===== src/rtl/nx_fp_div_seq_pkg.sv =====
// Shared SENTINEL divider definitions: FSM state type, divide-by-zero
// result encodings and Q-format range helpers.
package nx_fp_div_seq_pkg;

  typedef enum logic [1:0] {
    ST_IDLE = 2'd0,
    ST_CALC = 2'd1,
    ST_DONE = 2'd2
  } div_state_e;

  // Divide-by-zero result selection
  localparam int DBZ_ONE = 0;  // return fixed-point one
  localparam int DBZ_SAT = 1;  // saturate toward the dividend's sign

  // Largest positive DW-bit two's-complement value, right-aligned in 64 bits
  function automatic logic [63:0] fp_max(input int dw);
    return (64'd1 << (dw - 1)) - 64'd1;
  endfunction

  // Bit pattern of the most negative DW-bit value (also |MIN| as a magnitude)
  function automatic logic [63:0] fp_min(input int dw);
    return 64'd1 << (dw - 1);
  endfunction

endpackage


===== src/rtl/nx_fp_div_seq_if.sv =====
// Operand/result handshake bundle of the sequential divider.
interface nx_fp_div_seq_if
  import nx_fp_div_seq_pkg::*;
#(
  parameter int DW    = 32,
  parameter int TAG_W = 3
);
  logic                    s_valid;
  logic                    s_ready;
  logic signed [DW-1:0]    s_a;
  logic signed [DW-1:0]    s_b;
  logic [TAG_W-1:0]        s_tag;
  logic                    m_valid;
  logic                    m_ready;
  logic signed [DW-1:0]    m_q;
  logic [TAG_W-1:0]        m_tag;
  logic                    m_dbz;
  logic                    m_sat;

  // Requester side
  modport master (
    output s_valid, s_a, s_b, s_tag, m_ready,
    input  s_ready, m_valid, m_q, m_tag, m_dbz, m_sat
  );

  // Divider side
  modport slave (
    input  s_valid, s_a, s_b, s_tag, m_ready,
    output s_ready, m_valid, m_q, m_tag, m_dbz, m_sat
  );
endinterface


===== src/rtl/nx_div_step.sv =====
// Combinational restoring-division step resolving BPC quotient bits.
module nx_div_step
  import nx_fp_div_seq_pkg::*;
#(
  parameter int DW  = 32,
  parameter int BPC = 1
) (
  input  logic [DW:0]     rem_i,
  input  logic [DW:0]     div_i,
  input  logic [BPC-1:0]  num_bits_i,
  output logic [DW:0]     rem_o,
  output logic [BPC-1:0]  q_bits_o
);

  // One spare bit: the shifted remainder is below 2*divisor
  logic [DW+1:0] trial;

  // Shift in numerator bits MSB first; subtract only when it fits
  always_comb begin
    trial    = {1'b0, rem_i};
    q_bits_o = '0;
    for (int i = BPC - 1; i >= 0; i--) begin
      trial = {trial[DW:0], num_bits_i[i]};
      if (trial >= {1'b0, div_i}) begin
        trial       = trial - {1'b0, div_i};
        q_bits_o[i] = 1'b1;
      end
    end
    rem_o = trial[DW:0];
  end

endmodule


===== src/rtl/nx_fp_div_seq.sv =====
// Sequential signed fixed-point divider: q = a/b in the operands' Q format,
// truncated toward zero, saturated, with divide-by-zero and tag passthrough.
module nx_fp_div_seq
  import nx_fp_div_seq_pkg::*;
#(
  parameter int DW       = 32,
  parameter int FW       = 16,
  parameter int BPC      = 1,
  parameter int TAG_W    = 3,
  parameter int DBZ_MODE = DBZ_ONE
) (
  input  logic          clk,
  input  logic          rst_n,
  nx_fp_div_seq_if.slave bus
);

  localparam int NW   = DW + FW;        // numerator |a|<<FW and quotient width
  localparam int ITER = NW / BPC;
  localparam int CW   = $clog2(ITER + 1);

  localparam logic [63:0]   MAX64   = fp_max(DW);
  localparam logic [63:0]   MIN64   = fp_min(DW);
  localparam logic [DW-1:0] Q_MAX   = MAX64[DW-1:0];
  localparam logic [DW-1:0] Q_MIN   = MIN64[DW-1:0];
  localparam logic [DW-1:0] Q_ONE   = DW'(1) << FW;
  localparam logic [NW-1:0] LIM_POS = NW'(Q_MAX);
  localparam logic [NW-1:0] LIM_NEG = NW'(Q_MIN);
  localparam logic [CW-1:0] LAST    = CW'(ITER - 1);

  if (BPC != 1 && BPC != 2 && BPC != 4) begin : g_bad_bpc
    $error("nx_fp_div_seq: BPC must be 1, 2 or 4");
  end
  if ((DW + FW) % BPC != 0) begin : g_bad_split
    $error("nx_fp_div_seq: DW+FW must be a multiple of BPC");
  end
  if (FW >= DW || DW > 64) begin : g_bad_fmt
    $error("nx_fp_div_seq: need FW < DW <= 64");
  end

  // Sign-magnitude of a DW-bit operand; |MIN| needs the extra bit
  function automatic logic [DW:0] mag_ext(input logic signed [DW-1:0] v);
    return v[DW-1] ? (~{v[DW-1], v} + 1'b1) : {v[DW-1], v};
  endfunction

  // Apply sign and clip to the DW range; returns {sat, q}
  function automatic logic [DW:0] sat_quot(input logic [NW-1:0] mag,
                                           input logic neg);
    logic          sat;
    logic [DW-1:0] q;
    if (neg) begin
      sat = (mag > LIM_NEG);
      q   = sat ? Q_MIN : -mag[DW-1:0];
    end else begin
      sat = (mag > LIM_POS);
      q   = sat ? Q_MAX : mag[DW-1:0];
    end
    return {sat, q};
  endfunction

  // Divide-by-zero result
  function automatic logic [DW-1:0] dbz_quot(input logic a_neg);
    if (DBZ_MODE == DBZ_SAT) return a_neg ? Q_MIN : Q_MAX;
    else                     return Q_ONE;
  endfunction

  div_state_e       state_q, state_d;
  logic [CW-1:0]    cnt_q, cnt_d;
  logic [NW-1:0]    num_q, quo_q;
  logic [DW:0]      den_q, rem_q, step_rem;
  logic [BPC-1:0]   step_q;
  logic             neg_q, a_neg_q, dbz_q;
  logic [TAG_W-1:0] tag_q;
  logic             mv_q, mdbz_q, msat_q;
  logic [DW-1:0]    mq_q;
  logic [TAG_W-1:0] mtag_q;
  logic             accept;
  logic [DW:0]      a_mag, b_mag, res;

  assign accept = (state_q == ST_IDLE) && bus.s_valid;
  assign a_mag  = mag_ext(bus.s_a);
  assign b_mag  = mag_ext(bus.s_b);
  assign res    = sat_quot(quo_q, neg_q);

  nx_div_step #(.DW(DW), .BPC(BPC)) u_step (
    .rem_i      (rem_q),
    .div_i      (den_q),
    .num_bits_i (num_q[NW-1 -: BPC]),
    .rem_o      (step_rem),
    .q_bits_o   (step_q)
  );

  // FSM state and iteration counter
  always_ff @(posedge clk) begin
    if (!rst_n) begin
      state_q <= ST_IDLE;
      cnt_q   <= '0;
    end else begin
      state_q <= state_d;
      cnt_q   <= cnt_d;
    end
  end

  // Next state: zero divisor skips the iterations entirely
  always_comb begin
    state_d = state_q;
    cnt_d   = cnt_q;
    case (state_q)
      ST_IDLE: begin
        cnt_d = '0;
        if (bus.s_valid) state_d = (bus.s_b == '0) ? ST_DONE : ST_CALC;
      end
      ST_CALC: begin
        cnt_d = cnt_q + 1'b1;
        if (cnt_q == LAST) state_d = ST_DONE;
      end
      ST_DONE: begin
        if (mv_q && bus.m_ready) state_d = ST_IDLE;
      end
      default: state_d = ST_IDLE;
    endcase
  end

  // Handshake outputs come from state and the result registers
  always_comb begin
    bus.s_ready = (state_q == ST_IDLE);
    bus.m_valid = mv_q;
    bus.m_q     = mq_q;
    bus.m_tag   = mtag_q;
    bus.m_dbz   = mdbz_q;
    bus.m_sat   = msat_q;
  end

  // Operand capture on accept, then one restoring step per CALC cycle
  always_ff @(posedge clk) begin
    if (accept) begin
      num_q   <= NW'(a_mag) << FW;
      den_q   <= b_mag;
      rem_q   <= '0;
      quo_q   <= '0;
      neg_q   <= bus.s_a[DW-1] ^ bus.s_b[DW-1];
      a_neg_q <= bus.s_a[DW-1];
      dbz_q   <= (bus.s_b == '0);
      tag_q   <= bus.s_tag;
    end else if (state_q == ST_CALC) begin
      num_q <= num_q << BPC;
      rem_q <= step_rem;
      quo_q <= {quo_q[NW-BPC-1:0], step_q};
    end
  end

  // First DONE cycle signs/clips the quotient into the held result
  always_ff @(posedge clk) begin
    if (!rst_n) begin
      mv_q   <= 1'b0;
      mq_q   <= '0;
      mtag_q <= '0;
      mdbz_q <= 1'b0;
      msat_q <= 1'b0;
    end else if (state_q == ST_DONE && !mv_q) begin
      mv_q   <= 1'b1;
      mtag_q <= tag_q;
      mdbz_q <= dbz_q;
      if (dbz_q) begin
        mq_q   <= dbz_quot(a_neg_q);
        msat_q <= 1'b0;
      end else begin
        mq_q   <= res[DW-1:0];
        msat_q <= res[DW];
      end
    end else if (mv_q && bus.m_ready) begin
      mv_q <= 1'b0;
    end
  end

endmodule


===== src/flat_wrapper.sv =====
// flat-port wrapper written by rule: the top's interface ports become plain ports
module nx_fp_div_seq_flat import nx_fp_div_seq_pkg::*;
#(
  parameter int DW       = 32,
  parameter int FW       = 16,
  parameter int BPC      = 1,
  parameter int TAG_W    = 3,
  parameter int DBZ_MODE = DBZ_ONE
)
  (clk, rst_n, bus_s_valid, bus_s_a, bus_s_b, bus_s_tag, bus_m_ready, bus_s_ready, bus_m_valid, bus_m_q, bus_m_tag, bus_m_dbz, bus_m_sat);
  nx_fp_div_seq_if #(.DW(DW), .TAG_W(TAG_W)) bus_i ();
  input  logic clk;
  input  logic rst_n;
  input wire logic [$bits(bus_i.s_valid)-1:0] bus_s_valid;
  input wire logic [$bits(bus_i.s_a)-1:0] bus_s_a;
  input wire logic [$bits(bus_i.s_b)-1:0] bus_s_b;
  input wire logic [$bits(bus_i.s_tag)-1:0] bus_s_tag;
  input wire logic [$bits(bus_i.m_ready)-1:0] bus_m_ready;
  output wire logic [$bits(bus_i.s_ready)-1:0] bus_s_ready;
  output wire logic [$bits(bus_i.m_valid)-1:0] bus_m_valid;
  output wire logic [$bits(bus_i.m_q)-1:0] bus_m_q;
  output wire logic [$bits(bus_i.m_tag)-1:0] bus_m_tag;
  output wire logic [$bits(bus_i.m_dbz)-1:0] bus_m_dbz;
  output wire logic [$bits(bus_i.m_sat)-1:0] bus_m_sat;
  assign bus_i.s_valid = bus_s_valid;
  assign bus_i.s_a = bus_s_a;
  assign bus_i.s_b = bus_s_b;
  assign bus_i.s_tag = bus_s_tag;
  assign bus_i.m_ready = bus_m_ready;
  assign bus_s_ready = bus_i.s_ready;
  assign bus_m_valid = bus_i.m_valid;
  assign bus_m_q = bus_i.m_q;
  assign bus_m_tag = bus_i.m_tag;
  assign bus_m_dbz = bus_i.m_dbz;
  assign bus_m_sat = bus_i.m_sat;
  nx_fp_div_seq #(.DW(DW), .FW(FW), .BPC(BPC), .TAG_W(TAG_W), .DBZ_MODE(DBZ_MODE)) u_core (.clk(clk), .rst_n(rst_n), .bus(bus_i));
endmodule

===== config.mk =====
export PLATFORM = sky130hd
export DESIGN_NAME = nx_fp_div_seq_flat
export DESIGN_NICKNAME = d
export VERILOG_FILES = /design/src/rtl/nx_fp_div_seq_pkg.sv /design/src/rtl/nx_fp_div_seq_if.sv /design/src/rtl/nx_div_step.sv /design/src/rtl/nx_fp_div_seq.sv /design/src/flat_wrapper.sv
export SDC_FILE = /design/constraint.sdc
export NUM_CORES = 1
export LEC_CHECK = 0
export ABC_AREA = 1
export CORE_ASPECT_RATIO = 1.2
export CORE_MARGIN = 4
export CORE_UTILIZATION = 39
export CTS_BUF_LIST = sky130_fd_sc_hd__clkbuf_4 sky130_fd_sc_hd__clkbuf_8
export DETAILED_ROUTE_END_ITERATION = 16
export PLACE_DENSITY = 0.65
export SLEW_MARGIN = 5
export SYNTH_ARGS = -nofsm -noshare
export SYNTH_HDL_FRONTEND = slang
export SYNTH_SLANG_ARGS = --single-unit

===== constraint.sdc =====
create_clock -name clk -period 2.27 [get_ports clk]
set_input_delay 0.227 -clock clk [delete_from_list [all_inputs] [get_ports clk]]
set_output_delay 0.227 -clock clk [all_outputs]
set_load 0.01 [all_outputs]

==> impl_metrics.json <==
{
  "fill_cells": 3177,
  "peakVddDrop_uv": 423.3,
  "rows": 71,
  "cts_buffers": 17,
  "grt_overflow_total": 0,
  "p_leak_nw": 7.214,
  "finalSetupViolations": 0,
  "hold_buffers": 0,
  "fin_hold_ws_ps": 281.8,
  "cp.required_ps": 2650,
  "p_per_area_nw_per_um2": 783.9,
  "relSlewSlack_pct": 66.35,
  "status": "complete, no violations",
  "ys_types": 52,
  "endpoint_kind": "flip-flop",
  "ys_ff_latch": 197,
  "cap_violations": 0,
  "stdcell_count": 2419,
  "grt_max_degree": 80,
  "path_cells": "inv_2, ha_1, nand2_1, nand2_1, o21bai_4, a21oi_2, nand2_2, nand2_4, nand2_8, buf_12, o211ai_1, nand2_1",
  "cts_max_level": 4,
  "num_antenna_cells": 0,
  "period_share_pct": 98.53,
  "finalInstanceArea_um2": 15540,
  "placed_cells": 2378,
  "place_ws_ps": -153.4,
  "io_buffers": 109,
  "final_cell_mix": "nand2_1, inv_1, nor2_1",
  "cts_tree": "yes",
  "clkPwrFrac_pct": 20.5,
  "critPathMaxFanout": 7,
  "antenna_found_initial": 0,
  "drtAntennaViolNets": 0,
  "finish.net_count": 2114,
  "r2r_start": "u_core.den_q[13]",
  "syn_area_um2": 12420,
  "timing.fmax_ghz": 0.4471,
  "drive_above_1_share_pct": 13.58,
  "drt_iter0_markers": 788,
  "synthCells": 1801,
  "cts_root_buf": "clkbuf_8",
  "synthArstFlopShare_pct": 0,
  "synth-main-ff-cell": "dfxtp_1",
  "setup_slack_ps": 33.48,
  "critPathMaxStageDelay_ps": 410,
  "crit_start": "u_core.den_q[13]",
  "crit_top_cell": "nand2_1",
  "vias": 12199,
  "rsz0062_at_grt": "yes",
  "seqPwrFrac_pct": 35.8,
  "coreArea_um2": 31360,
  "critPathLaunchType": "flip-flop",
  "placed_cell_area_um2": 14730,
  "wirelength_mm": 35.96,
  "clock-sinks": 197,
  "avgSynthCellArea_um2": 6.894,
  "routedWlPerCell_um": 14.86,
  "comb_power_share_pct": 43.7,
  "area_growth_pct": 25.19,
  "hold_viol": 0,
  "syn_nets": 1910,
  "synth_edf_count": 70,
  "initial_core_util_pct": 39.59,
  "slowest_stage": "edfxtp_1",
  "die_w_um": 170.9,
  "intPower_mw": 7.308,
  "fin_skew_ps": 23.88,
  "grt_use_total_pct": 20.34,
  "hold_class": "input pin to flip-flop",
  "vias_per_cell": 5.043,
  "clock_path_buffers": 2,
  "crit_type": "flip-flop to flip-flop",
  "fin_crit_ps": 2237,
  "yosysWarnings": 0,
  "critical_path.top_delay_family": "compound AO/OA/AOI/OAI gates",
  "die_h_um": 203.5,
  "drcViolationCount": 0,
  "ys_seq_area_share_pct": 37.41,
  "clock_latency_ps": 500,
  "hp-start": "bus_s_tag[0]",
  "power_switching_mw": 4.877,
  "gp_routability_congestion": 0.9517,
  "cp_num_buf_inv": 2,
  "mostFrequentLayoutCell": "nand2_1",
  "grt_pass1_vias": 11809,
  "first_pass_iters": 5,
  "worst_slew_pin_slew_ps": 504.8,
  "clk_pin_slew_worst_paths_ps": 120,
  "dp_hpwl_mm": 27.11,
  "dieArea_um2": 34760,
  "fin_util_pct": 49.57,
  "switching_share_pct": 40.02,
  "grt_pass1_wl_mm": 57.42,
  "final_max_slew_viol_count": 0,
  "cp.arrival_ps": 2620,
  "ioPinCount": 110
}
-- routing by layer --
metal	track usage, %	vias up	part of all wire [%]
met2	35.59	278	49
met3	3.257	45	4.7
met4	5.661	0	2.0
li1	-	6232	-
met1	25.96	5644	45
met5	0	-	0
-- timing repair --
| item | in CTS | in global routing |
|---|---|---|
| cloned | 0 | 4 |
| pin swaps | 0 | 25 |
| resized for setup | 1 | 74 |
| setup buffers | 0 | 5 |
| endpoints found under the setup margin | 5 | 47 |
-- power by group through the flow --
stage	Clock, mW	Sequential [mW]	Combinational, mW
5_1_grt	2.70	4.41	5.92
4_1_cts	2.57	4.35	4.82
6_report	2.49	4.37	5.33
3_3_place_gp	0	4.42	4.75
2_1_floorplan	0	4.35	3.15
3_5_place_dp	0	4.42	4.79
-- cell type report --
class	count	area, um^2	area share [%]
clock buffers	17	234.0	1.505
clock inverters	15	188.9	1.215
inverters	267	1007	6.480
multi-input cells	1288	6808	43.80
flip-flops and latches	197	4644	29.88
well taps	401	501.7	3.228
repair buffers	234	2160	13.89
-- sequential cells by signal (all words and copies together), names as in the netlist --
signal              flops
u_core.cnt_q            6
u_core.state_q          2
u_core.bus.m_tag        3
u_core.bus.m_valid      1
u_core.bus.m_dbz        1
u_core.neg_q            1
u_core.den_q           33
u_core.dbz_q            1
u_core.bus.m_q         32
u_core.rem_q           33
u_core.num_q           32
u_core.bus.m_sat        1
u_core.tag_q            3
u_core.quo_q           48
-- cells by family after synthesis --
logic type	share of synthesized area, %
compound gates	11.00
buf+inv	10.10
other cells	0.03020
simple gates	32.49
xor+xnor	5.079
flops	37.41
fa+ha+maj	3.890
-- synthesized netlist by cell type (5+ instances only) --
library cell	instances	area [um^2]
nand2_1	514	1929
inv_1	258	968.4
nor2_1	188	705.7
dfxtp_1	127	2542
nand3_1	120	600.6
a21oi_1	74	370.4
edfxtp_1	70	2102
o21ai_0	65	325.3
o22ai_1	47	294.0
xor2_1	46	402.9
ha_1	37	462.9
clkbuf_1	31	116.4
xnor2_1	26	227.7
nand4_1	25	156.4
nor3_1	21	105.1
o211ai_1	19	142.6
buf_2	11	55.05
nand2_2	11	68.82
o21ai_1	11	55.05
or2_2	10	62.56
nand3b_1	8	60.06
nor2_2	8	50.05
a31oi_1	7	43.79
buf_6	6	67.56
nor4_1	6	37.54
inv_2	5	18.77
-- path summary, 6_finish.rpt --
check | endpoint | depth (start not counted) | slack, ps
worst max register to register | u_core.rem_q[14] | 12 | 30
worst min-delay path | u_core.tag_q[0] | 1 | 280
worst max-delay path | u_core.rem_q[14] | 12 | 30
worst min register to register | u_core.bus.m_q[19] | 2 | 470
-- metrics by stage --
| stage | total power [mW] | TNS, ps |
|---|---|---|
| floorplan | 7.499 | 0 |
| global placement | 9.163 | -401.4 |
| detailed placement | 9.218 | -661.9 |
| CTS | 11.74 | 0 |
| global route | 13.03 | -1647 |
| finish | 12.19 | 0 |
No activity file was read; power rests on OpenSTA's default activity.
